[config.mk]
export PLATFORM = sky130hd
export DESIGN_NAME = ball_collision
export DESIGN_NICKNAME = d
export VERILOG_FILES = /design/src/rtl/ball_pkg.sv /design/src/rtl/box_overlap.sv /design/src/rtl/ball_collision.sv
export SDC_FILE = /design/constraint.sdc
export NUM_CORES = 1
export LEC_CHECK = 0
export ABC_AREA = 1
export CELL_PAD_IN_SITES_DETAIL_PLACEMENT = 1
export CELL_PAD_IN_SITES_GLOBAL_PLACEMENT = 1
export CORE_ASPECT_RATIO = 0.5
export CORE_UTILIZATION = 27
export DETAILED_ROUTE_END_ITERATION = 12
export PLACE_DENSITY = 0.63
export SLEW_MARGIN = 10
export SYNTH_ARGS = -nofsm -noshare
export SYNTH_HDL_FRONTEND = slang
export SYNTH_SLANG_ARGS = --single-unit
[constraint.sdc]
create_clock -name frame_clk -period 2.29 [get_ports frame_clk]
set_clock_uncertainty 0.1 [all_clocks]
set_input_delay 0.458 -clock frame_clk [delete_from_list [all_inputs] [get_ports frame_clk]]
set_output_delay 0.458 -clock frame_clk [all_outputs]
set_load 0.02 [all_outputs]
[src/rtl/ball_pkg.sv]
// Shared types and constants for the ball collision block.
// Latency: n/a (package only).
// Backpressure: n/a.
//
// Contents: 10-bit screen coordinate type, 11-bit extended type used for
// overflow-free box arithmetic, the collision FSM state enum, ball colour
// codes, and two helpers that build box edges without 10-bit wrap.
package ball_pkg;

  localparam int COORD_W = 10;
  localparam int EXT_W   = COORD_W + 1;

  typedef logic [COORD_W-1:0] coord_t;
  typedef logic [EXT_W-1:0]   ext_t;

  typedef enum logic [1:0] {
    PLAY   = 2'd0,
    INVULN = 2'd1,
    OVER   = 2'd2
  } coll_state_t;

  localparam logic BALL_COLOR_RED  = 1'b1;
  localparam logic BALL_COLOR_BLUE = 1'b0;

  // Lower box edge: a - b in 11 bits, clamped at 0 instead of wrapping.
  function automatic ext_t sub_clamp(input coord_t a, input coord_t b);
    ext_t r;
    if (a >= b) r = {1'b0, a} - {1'b0, b};
    else        r = '0;
    return r;
  endfunction

  // Upper box edge: a + b widened to 11 bits so the carry is kept.
  function automatic ext_t add_ext(input coord_t a, input coord_t b);
    return {1'b0, a} + {1'b0, b};
  endfunction

endpackage

[src/rtl/box_overlap.sv]
// Combinational test: does a square ball box intersect the obstacle box.
// Latency: zero cycles (pure combinational).
// Backpressure: none; evaluated every cycle.
//
// Ports:
//   ball_x, ball_y  ball centre
//   ball_s          ball half-size; ball box is [x-s, x+s] x [y-s, y+s]
//   obs_x, obs_y    obstacle top-left corner
//   obs_w, obs_h    obstacle extent; a zero extent never overlaps
//   obs_valid       obstacle present
//   overlap         inclusive intersection on both axes
module box_overlap
  import ball_pkg::*;
(
  input  coord_t ball_x,
  input  coord_t ball_y,
  input  coord_t ball_s,
  input  coord_t obs_x,
  input  coord_t obs_y,
  input  coord_t obs_w,
  input  coord_t obs_h,
  input  logic   obs_valid,
  output logic   overlap
);

  ext_t ball_l, ball_r, ball_t, ball_b;
  ext_t obs_l, obs_r, obs_t, obs_b;
  logic obs_present;
  logic x_hit, y_hit;

  // All edges are 11 bits wide so a box hugging the right or bottom border
  // (e.g. 1020 + 10) is not folded back onto the left/top of the screen.
  assign ball_l = sub_clamp(ball_x, ball_s);
  assign ball_r = add_ext(ball_x, ball_s);
  assign ball_t = sub_clamp(ball_y, ball_s);
  assign ball_b = add_ext(ball_y, ball_s);

  assign obs_l  = {1'b0, obs_x};
  assign obs_t  = {1'b0, obs_y};
  // The -1 can underflow only for a zero extent, which obs_present masks.
  assign obs_r  = add_ext(obs_x, obs_w) - ext_t'(1);
  assign obs_b  = add_ext(obs_y, obs_h) - ext_t'(1);

  assign obs_present = obs_valid && (obs_w != '0) && (obs_h != '0);

  assign x_hit = (ball_l <= obs_r) && (obs_l <= ball_r);
  assign y_hit = (ball_t <= obs_b) && (obs_t <= ball_b);

  assign overlap = obs_present && x_hit && y_hit;

endmodule

[src/rtl/ball_collision.sv]
// Ball/obstacle collision tracker: hit pulses, lives, immunity blink, game over.
// Latency: one frame_clk edge from sampled overlap to Hit/HitColor/Lives; all outputs registered.
// Backpressure: none; every frame is evaluated, overlaps during immunity or after game over are dropped.
//
// Ports:
//   frame_clk, Reset       frame-rate clock, asynchronous active-high reset
//   RedX/RedY, BlueX/BlueY ball centres; BallS shared half-size
//   ObsX/ObsY/ObsW/ObsH    obstacle box; ObsValid marks it present
//   Lives                  remaining lives
//   Hit                    one-frame pulse per counted collision
//   HitColor               colour of last ball hit (1 red, 0 blue), held between hits
//   Flash                  renderer blink enable while immune
//   GameOver               level, lives exhausted
//
// Build option: define BALL_COLLISION_GODMODE_EN for god mode -- hits,
// immunity and Flash still happen, but Lives never drops and OVER is never
// reached.
module ball_collision
  import ball_pkg::*;
#(
  parameter int START_LIVES   = 3,
  parameter int INVULN_FRAMES = 60,
  parameter int FLASH_PERIOD  = 8
) (
  input  logic       frame_clk,
  input  logic       Reset,
  input  coord_t     RedX,
  input  coord_t     RedY,
  input  coord_t     BlueX,
  input  coord_t     BlueY,
  input  coord_t     BallS,
  input  coord_t     ObsX,
  input  coord_t     ObsY,
  input  coord_t     ObsW,
  input  coord_t     ObsH,
  input  logic       ObsValid,
  output logic [1:0] Lives,
  output logic       Hit,
  output logic       HitColor,
  output logic       Flash,
  output logic       GameOver
);

  localparam logic [1:0] LIVES_INIT = 2'(START_LIVES);
  localparam logic [7:0] INV_LOAD   = 8'(INVULN_FRAMES - 1);
  localparam logic [7:0] FLASH_LAST = 8'(FLASH_PERIOD - 1);

  logic red_ov, blue_ov, any_ov;

  coll_state_t state_q, state_d;
  logic [7:0]  inv_cnt_q, inv_cnt_d;
  logic [7:0]  flash_cnt_q, flash_cnt_d;
  logic [1:0]  lives_d;
  logic        hit_d, color_d, flash_d, over_d;

  box_overlap u_red_overlap (
    .ball_x    (RedX),
    .ball_y    (RedY),
    .ball_s    (BallS),
    .obs_x     (ObsX),
    .obs_y     (ObsY),
    .obs_w     (ObsW),
    .obs_h     (ObsH),
    .obs_valid (ObsValid),
    .overlap   (red_ov)
  );

  box_overlap u_blue_overlap (
    .ball_x    (BlueX),
    .ball_y    (BlueY),
    .ball_s    (BallS),
    .obs_x     (ObsX),
    .obs_y     (ObsY),
    .obs_w     (ObsW),
    .obs_h     (ObsH),
    .obs_valid (ObsValid),
    .overlap   (blue_ov)
  );

  assign any_ov = red_ov || blue_ov;

  always_comb begin
    state_d     = state_q;
    inv_cnt_d   = inv_cnt_q;
    flash_cnt_d = flash_cnt_q;
    lives_d     = Lives;
    hit_d       = 1'b0;
    color_d     = HitColor;
    flash_d     = Flash;
    over_d      = GameOver;

    unique case (state_q)
      PLAY: begin
        flash_d = 1'b0;
        if (any_ov) begin
          hit_d   = 1'b1;
          // Red wins a simultaneous hit; only one life is charged either way.
          color_d = red_ov ? BALL_COLOR_RED : BALL_COLOR_BLUE;
`ifdef BALL_COLLISION_GODMODE_EN
          lives_d     = LIVES_INIT;
          state_d     = INVULN;
          inv_cnt_d   = INV_LOAD;
          flash_cnt_d = '0;
          flash_d     = 1'b1;
`else
          if (Lives <= 2'd1) begin
            // Last life: go straight to OVER, no immunity window or blink.
            lives_d     = 2'd0;
            state_d     = OVER;
            over_d      = 1'b1;
            inv_cnt_d   = '0;
            flash_cnt_d = '0;
          end else begin
            lives_d     = Lives - 2'd1;
            state_d     = INVULN;
            inv_cnt_d   = INV_LOAD;
            flash_cnt_d = '0;
            flash_d     = 1'b1;
          end
`endif
        end
      end

      INVULN: begin
        if (inv_cnt_q == '0) begin
          state_d     = PLAY;
          flash_d     = 1'b0;
          flash_cnt_d = '0;
        end else begin
          inv_cnt_d = inv_cnt_q - 8'd1;
          // flash_cnt counts frames spent in the current Flash half-period.
          if (flash_cnt_q == FLASH_LAST) begin
            flash_d     = ~Flash;
            flash_cnt_d = '0;
          end else begin
            flash_cnt_d = flash_cnt_q + 8'd1;
          end
        end
      end

      OVER: begin
        lives_d = 2'd0;
        flash_d = 1'b0;
        over_d  = 1'b1;
      end

      default: begin
        state_d = PLAY;
        flash_d = 1'b0;
      end
    endcase
  end

  always_ff @(posedge frame_clk or posedge Reset) begin
    if (Reset) begin
      state_q     <= PLAY;
      inv_cnt_q   <= '0;
      flash_cnt_q <= '0;
      Lives       <= LIVES_INIT;
      Hit         <= 1'b0;
      HitColor    <= 1'b0;
      Flash       <= 1'b0;
      GameOver    <= 1'b0;
    end else begin
      state_q     <= state_d;
      inv_cnt_q   <= inv_cnt_d;
      flash_cnt_q <= flash_cnt_d;
      Lives       <= lives_d;
      Hit         <= hit_d;
      HitColor    <= color_d;
      Flash       <= flash_d;
      GameOver    <= over_d;
    end
  end

endmodule

# ---- Word level (Yosys, flattened, before mapping)
# Index checks and enable logic that the tools add are counted.
dict set report word_totals {
  regBits 24
  output_inout_bits 6
  latchBits 0
  ram_bits 0
  wordCells 99
  n_memories 0
  rom_bits 0
}
dict set report classes {
  n_reduce_logical 23
  mux 30
  n_eq_ne 8
  n_bitwise 2
  n_addsub 15
  shift 0
  mul 0
  div_mod_pow 0
  magnitude_cmp 13
}
# operator count
set ops {}
lappend ops {{$add A10 B10 Y11} 6}
lappend ops {{$le A10 B11 Y1} 4}
lappend ops {{$le A11 B11 Y1} 4}
lappend ops {{$mux W11} 4}
lappend ops {{$sub A10 B10 Y11} 4}
lappend ops {{$ge A10 B10 Y1} 4}
lappend ops {{$mux W8} 5}
lappend ops {{$pmux W8 S2} 2}
lappend ops {{$sub A11 B1 Y11 const B} 2}
lappend ops {{$reduce_bool A10 Y1} 2}
lappend ops {{$logic_and A1 B1 Y1} 10}
lappend ops {{$mux W2} 5}
lappend ops {{$mux W1} 9}
lappend ops {{$reduce_and A3 Y1} 3}
lappend ops {{$add A8 B1 Y8 const B} 1}
lappend ops {{$eq A8 B3 Y1 const B} 1}
lappend ops {{$logic_not A8 Y1} 1}
lappend ops {{$ne A2 B2 Y1 const B} 4}
lappend ops {{$sub A8 B1 Y8 const B} 1}
lappend ops {{$mux W6} 1}
lappend ops {{$pmux W2 S3} 1}
lappend ops {{$reduce_and A2 Y1} 3}
lappend ops {{$pmux W1 S2} 2}
lappend ops {{$pmux W2 S2} 1}
lappend ops {{9 further kinds} 11}

# ---- Logic depth before layout (Yosys ltp)
dict set report depth {
  ltp_word 9
  mapped_depth 31
  depth_no_buf 31
}

# ---- By module
# A second synthesis with hierarchy kept.
dict set report unflattened {
  hier_cells 1558
  area_unflattened_um2 10044.6
}
# module cells_per_inst area_per_inst_um2 seq_area_each_um2 n_inst
set by_module_without_submodules {}
lappend by_module_without_submodules {{box_overlap at u_blue_overlap} 695 4349.2 0.0 1}
lappend by_module_without_submodules {{box_overlap at u_red_overlap} 677 4281.6 0.0 1}
lappend by_module_without_submodules {ball_collision 186 1413.9 603.1 1}

# ---- Worst setup path after synthesis
# OpenSTA, ideal clock, no wires.
dict set report synth_timing {
  path_type {input to register}
  start {input ObsX[1]}
  end {register flash_cnt_q[7]}
  slack_ns -1.549
  t_arrival_ns 3.619
  required_time_ns 2.070
  path_buffers 1
  cell_stages 29
  cell_sequence {inv_1 ha_1 inv_1 ha_1 inv_1 fa_1 o21ai_0 nand2_1 nand2_1 a21oi_1 inv_1 a21oi_1 o21ai_0 xnor2_1 ha_1 nand2_1 nor2_1 and2_1 nand2_1 nand3_1 nand2_1 nand2_1 nor2_2 nand3_2 nand2_4 nand2_4 buf_12 nand3_2 nand2_1}
}
dict set report synth_between {
  elab_chain_len 9
  elab_cells_between_ends 15
  cone_classes {2 x add/sub; 4 x order compare; 1 x eq/ne; 8 x reduce/logical}
}
# element line_no
set synth_lines {}
lappend synth_lines {{start: declaration} ball_collision.sv:32} ;# input coord_t ObsX,
lappend synth_lines {{$add A10 B10 Y11} ball_pkg.sv:35} ;# return {1'b0, a} + {1'b0, b};
lappend synth_lines {{$sub A11 B1 Y11} box_overlap.sv:41} ;# assign obs_r = add_ext(obs_x, obs_w) - ext_t'(1);
lappend synth_lines {{$le A11 B11 Y1} box_overlap.sv:46} ;# assign x_hit = (ball_l <= obs_r) && (obs_l <= ball_r);
lappend synth_lines {{$logic_and A1 B1 Y1} box_overlap.sv:46}
lappend synth_lines {{$logic_and A1 B1 Y1 (2 in series)} box_overlap.sv:49} ;# assign overlap = obs_present && x_hit && y_hit;
lappend synth_lines {{$logic_or A1 B1 Y1 (*)} ball_collision.sv:80} ;# assign any_ov = red_ov || blue_ov;
lappend synth_lines {{$ne A2 B2 Y1 (no line) (*)} --}
lappend synth_lines {{$reduce_and A2 Y1 (no line) (*)} --}
lappend synth_lines {{end signal: assignment} ball_collision.sv:167} ;# flash_cnt_q <= flash_cnt_d;
lappend synth_lines {{end: declaration} ball_collision.sv:52} ;# logic [7:0] flash_cnt_q, flash_cnt_d;
# Mark *: on every way between the ends. The rest lies on a longest branch, timed or not.
# A chain may end at the register's enable or synchronous reset.

# ---- Worst setup path after layout
dict set report layout_timing {
  start {input ObsW[1]}
  end {register flash_cnt_q[1]}
}
dict set report layout_between {
  elab_chain_len 9
  elab_cells_between_ends 16
  cone_classes {2 x add/sub; 2 x order compare; 1 x eq/ne; 11 x reduce/logical}
}
# element line_no
set layout_lines {}
lappend layout_lines {{start: declaration} ball_collision.sv:34} ;# input coord_t ObsW,
lappend layout_lines {{$add A10 B10 Y11} ball_pkg.sv:35}
lappend layout_lines {{$sub A11 B1 Y11} box_overlap.sv:41}
lappend layout_lines {{$le A11 B11 Y1} box_overlap.sv:46}
lappend layout_lines {{$logic_and A1 B1 Y1} box_overlap.sv:46}
lappend layout_lines {{$logic_and A1 B1 Y1 (2 in series)} box_overlap.sv:49}
lappend layout_lines {{$logic_or A1 B1 Y1 (*)} ball_collision.sv:80}
lappend layout_lines {{$ne A2 B2 Y1 (no line) (*)} --}
lappend layout_lines {{$reduce_and A2 Y1 (no line) (*)} --}
# Marked as above.

==> impl_metrics.toml <==
[power]
intPower_mw = 3.34
p_per_area_nw_per_um2 = 443
pwr-share-comb_pct = 82.1
clkPwrFrac_pct = 7.8
sw_frac_of_total_pct = 47.5
peakVddDrop_v = 0.000276
switching_power_mw = 3.02
leakagePower_nw = 7.40
seq_power_share_pct = 10.0

[placement]
hpwl_um = 29200
place_congestion = 0.887
port_buffers = 98
placed_cell_area_um2 = 12300

[logic_synthesis]
synthMuxAreaShare_pct = 0
ys.flop_type = "dfrtp_1"
synth_nets = 1574
synth-xor-area-share_pct = 7.81
syn_area_um2 = 8410
synth_edf_count = 0
yosysSeqAreaShare_pct = 7.17
synth_top_family_by_area = "adder cells"
synth_area_per_cell_um2 = 6.64
postSynthCellCount = 1266
ys_warn_count = 0
synth-seq-cells = 24
ys_async_sr_fraction_pct = 100
synth_cell_types = 46
yosys.area_share.simple_pct = 25.7
synth-compound-area-share_pct = 13.5
yosys.area_share.adder_pct = 32.9

[floorplan]
coreArea_um2 = 30500
rows = 45
initial_core_util_pct = 27.6
fp.dieArea_um2 = 31900
ios = 99
fp.dieH_um = 127
die_w_um = 252

[worst_setup_path]
crit_type = "in2reg"
r2r_slack_ns = 0.24
critPathMostFrequentCell = "nand2_1"
cp_slowest_stage_delay_ns = 0.36
critPathCaptureType = "flop"
worst_path_max_delay_cell = "fa_2"
worstPathArrival_ns = 3.84
cp.required_ns = 2.34
critPathMaxFanout = 6
cp-start-kind = "input port"

[drt]
routed_wl_um = 35300
vias_per_cell = 4.70
vias = 10100
avgRoutedWirePerCell_um = 16.5
drtIter0Drc = 255
postRouteAntennaNets = 0
drt-pass1-iter-count = 4
remaining_drc_errors = 0

[clock_tree]
h-tree-depth = 1
numCtsBuffers = 3
cts_tree = "built"
cts_root_buf = "clkbuf_16"
clockBufferDepth = 2
clkSlewWorstSetupHoldPaths_ns = 0.06
cts.sinks = 24
worstSkewPairLatency_ns = 0.26

[sta]
slew_headroom_pct = 40.6
setup_viol = 24
finalCritPeriodShare_pct = 166
hold_violations = 0
rsz0062_at_grt = "true"
worst_hold_slack_ns = 0.408
tightest_slew_ns = 0.888
fin_ws_ns = -1.50
slew_violations = 0
post-route-min-period_ns = 3.79
fmax_ghz = 0.264

[global_route]
grt_pass1_vias = 11100
gr-total-overflow = 0
grt_max_degree = 25
grt_util_all_layers_pct = 21.6
grt_pass1_wl_um = 55400
grt_antenna_before_repair = 0

[hold_path]
min_path_type = "reg2reg"

[final_layout]
stdcell_area_um2 = 14400
final_cell_mix = "350 x buf_4, 211 x nand2_1, 171 x inv_1, 141 x ha_1, 72 x a21oi_1"
layout_commonest_cell = "buf_4"
area_growth_syn_to_layout_pct = 70.8
drive_above_1_share_pct = 42.6
final_nets = 2024
fin_util_pct = 47.1
n_antenna_cell = 0

[job]
max_cap_violations = 0

[run_status]
violations = "setup timing"
status = "finished with violations"
power groups by stage:
| stage | Clock [mW] | Sequential, mW | Combinational [mW] |
|---|---|---|---|
| finish | 0.499 | 0.637 | 5.22 |
| global route | 0.527 | 0.657 | 5.72 |
| global placement | 0 | 0.635 | 3.90 |
| detailed placement | 0 | 0.639 | 4.11 |
| CTS | 0.505 | 0.636 | 4.64 |
| floorplan | 0 | 0.623 | 2.25 |
through the flow:
stage	setup WS (ns)	cells	setup TNS, ns	power [mW]
after floorplan	-1.33	1266	-30.13	2.87
after global placement	-2.37	2091	-56.01	4.53
after detailed placement	-2.52	2091	-59.46	4.75
after CTS	-1.57	2124	-36.39	5.78
after global routing	-1.70	2138	-39.91	6.90
final	-1.50	2138	-35.24	6.35
final timing paths:
path,start,end,cells past startpoint
setup / recovery,ObsW[1],flash_cnt_q[1],29
hold / removal,inv_cnt_q[1],inv_cnt_q[1],2
setup reg to reg,inv_cnt_q[0],inv_cnt_q[0],8
hold reg to reg,inv_cnt_q[1],inv_cnt_q[1],2
max in group asynchronous,Reset,Lives[1],3
min in group asynchronous,Reset,flash_cnt_q[3],3
cells in the mapped netlist, types with 7 or more instances:
cell type / number / share of area, %
inv_2: 14 / 0.62
o21a_1: 7 / 0.62
nor4_1: 9 / 0.67
nand3_2: 15 / 1.8
nand4_1: 24 / 1.8
nor2_1: 99 / 4.4
o21ai_0: 37 / 2.2
o21bai_1: 7 / 0.62
ha_1: 205 / 31
fa_1: 10 / 2.4
dfrtp_1: 22 / 6.5
nand3_1: 49 / 2.9
nor3_1: 20 / 1.2
a21oi_1: 104 / 6.2
buf_2: 9 / 0.54
a31oi_1: 12 / 0.89
nand2_1: 251 / 11
a21o_1: 10 / 0.89
xor2_1: 64 / 6.7
xnor2_1: 11 / 1.1
inv_1: 231 / 10
worst max-delay path, delay by kind of cell:
kind | cells | cell delay [ns]
simple gates | 15 | 1.50
compound gates | 4 | 0.43
fa+ha+maj | 4 | 0.99
xor+xnor | 1 | 0.16
buf+inv | 5 | 0.30
sequential cells by signal, indices dropped and copies added, names as in the netlist:
signal and count:
Hit 1, Flash 1, state_q 2, flash_cnt_q 8, inv_cnt_q 8, GameOver 1
HitColor 1, Lives 2
final cells by class:
type | instances | area [um^2]
clock inverters | 1 | 30.0
fillers | 3773 | 16100
flip-flops and latches | 24 | 603
repair inverters | 1 | 7.51
well taps | 423 | 529
inverters | 247 | 968
clock buffers | 3 | 75.1
repair buffers | 463 | 3760
multi-input cells | 976 | 8390
cell families (layout without fill, tap and decap cells):
kind of cell	after synthesis	in the layout
AO/OA/AOI/OAI	199	199
XOR/XNOR	75	75
adder cells (fa/ha/maj)	215	215
buffers and inverters	267	715
flip-flops	24	24
AND/OR/NAND/NOR	486	487
layer usage:
metal | wire length, um | GRT usage [%] | part of all wire [%]
met2 | 18900 | 43.4 | 54
met4 | 1090 | 6.56 | 3.1
met5 | 0 | 0 | 0
met1 | 14800 | 24.6 | 42
met3 | 480 | 0.780 | 1.4
what timing repair did:
item | CTS | global route
pin swaps | 89 | 112
setup endpoints to repair | 24 | 24
buffers inserted | 26 | 14
gates cloned | 3 | 0
hold buffers | 0 | 0
gates resized for setup | 299 | 190
Note: power is estimated with default switching activity, not from simulation.
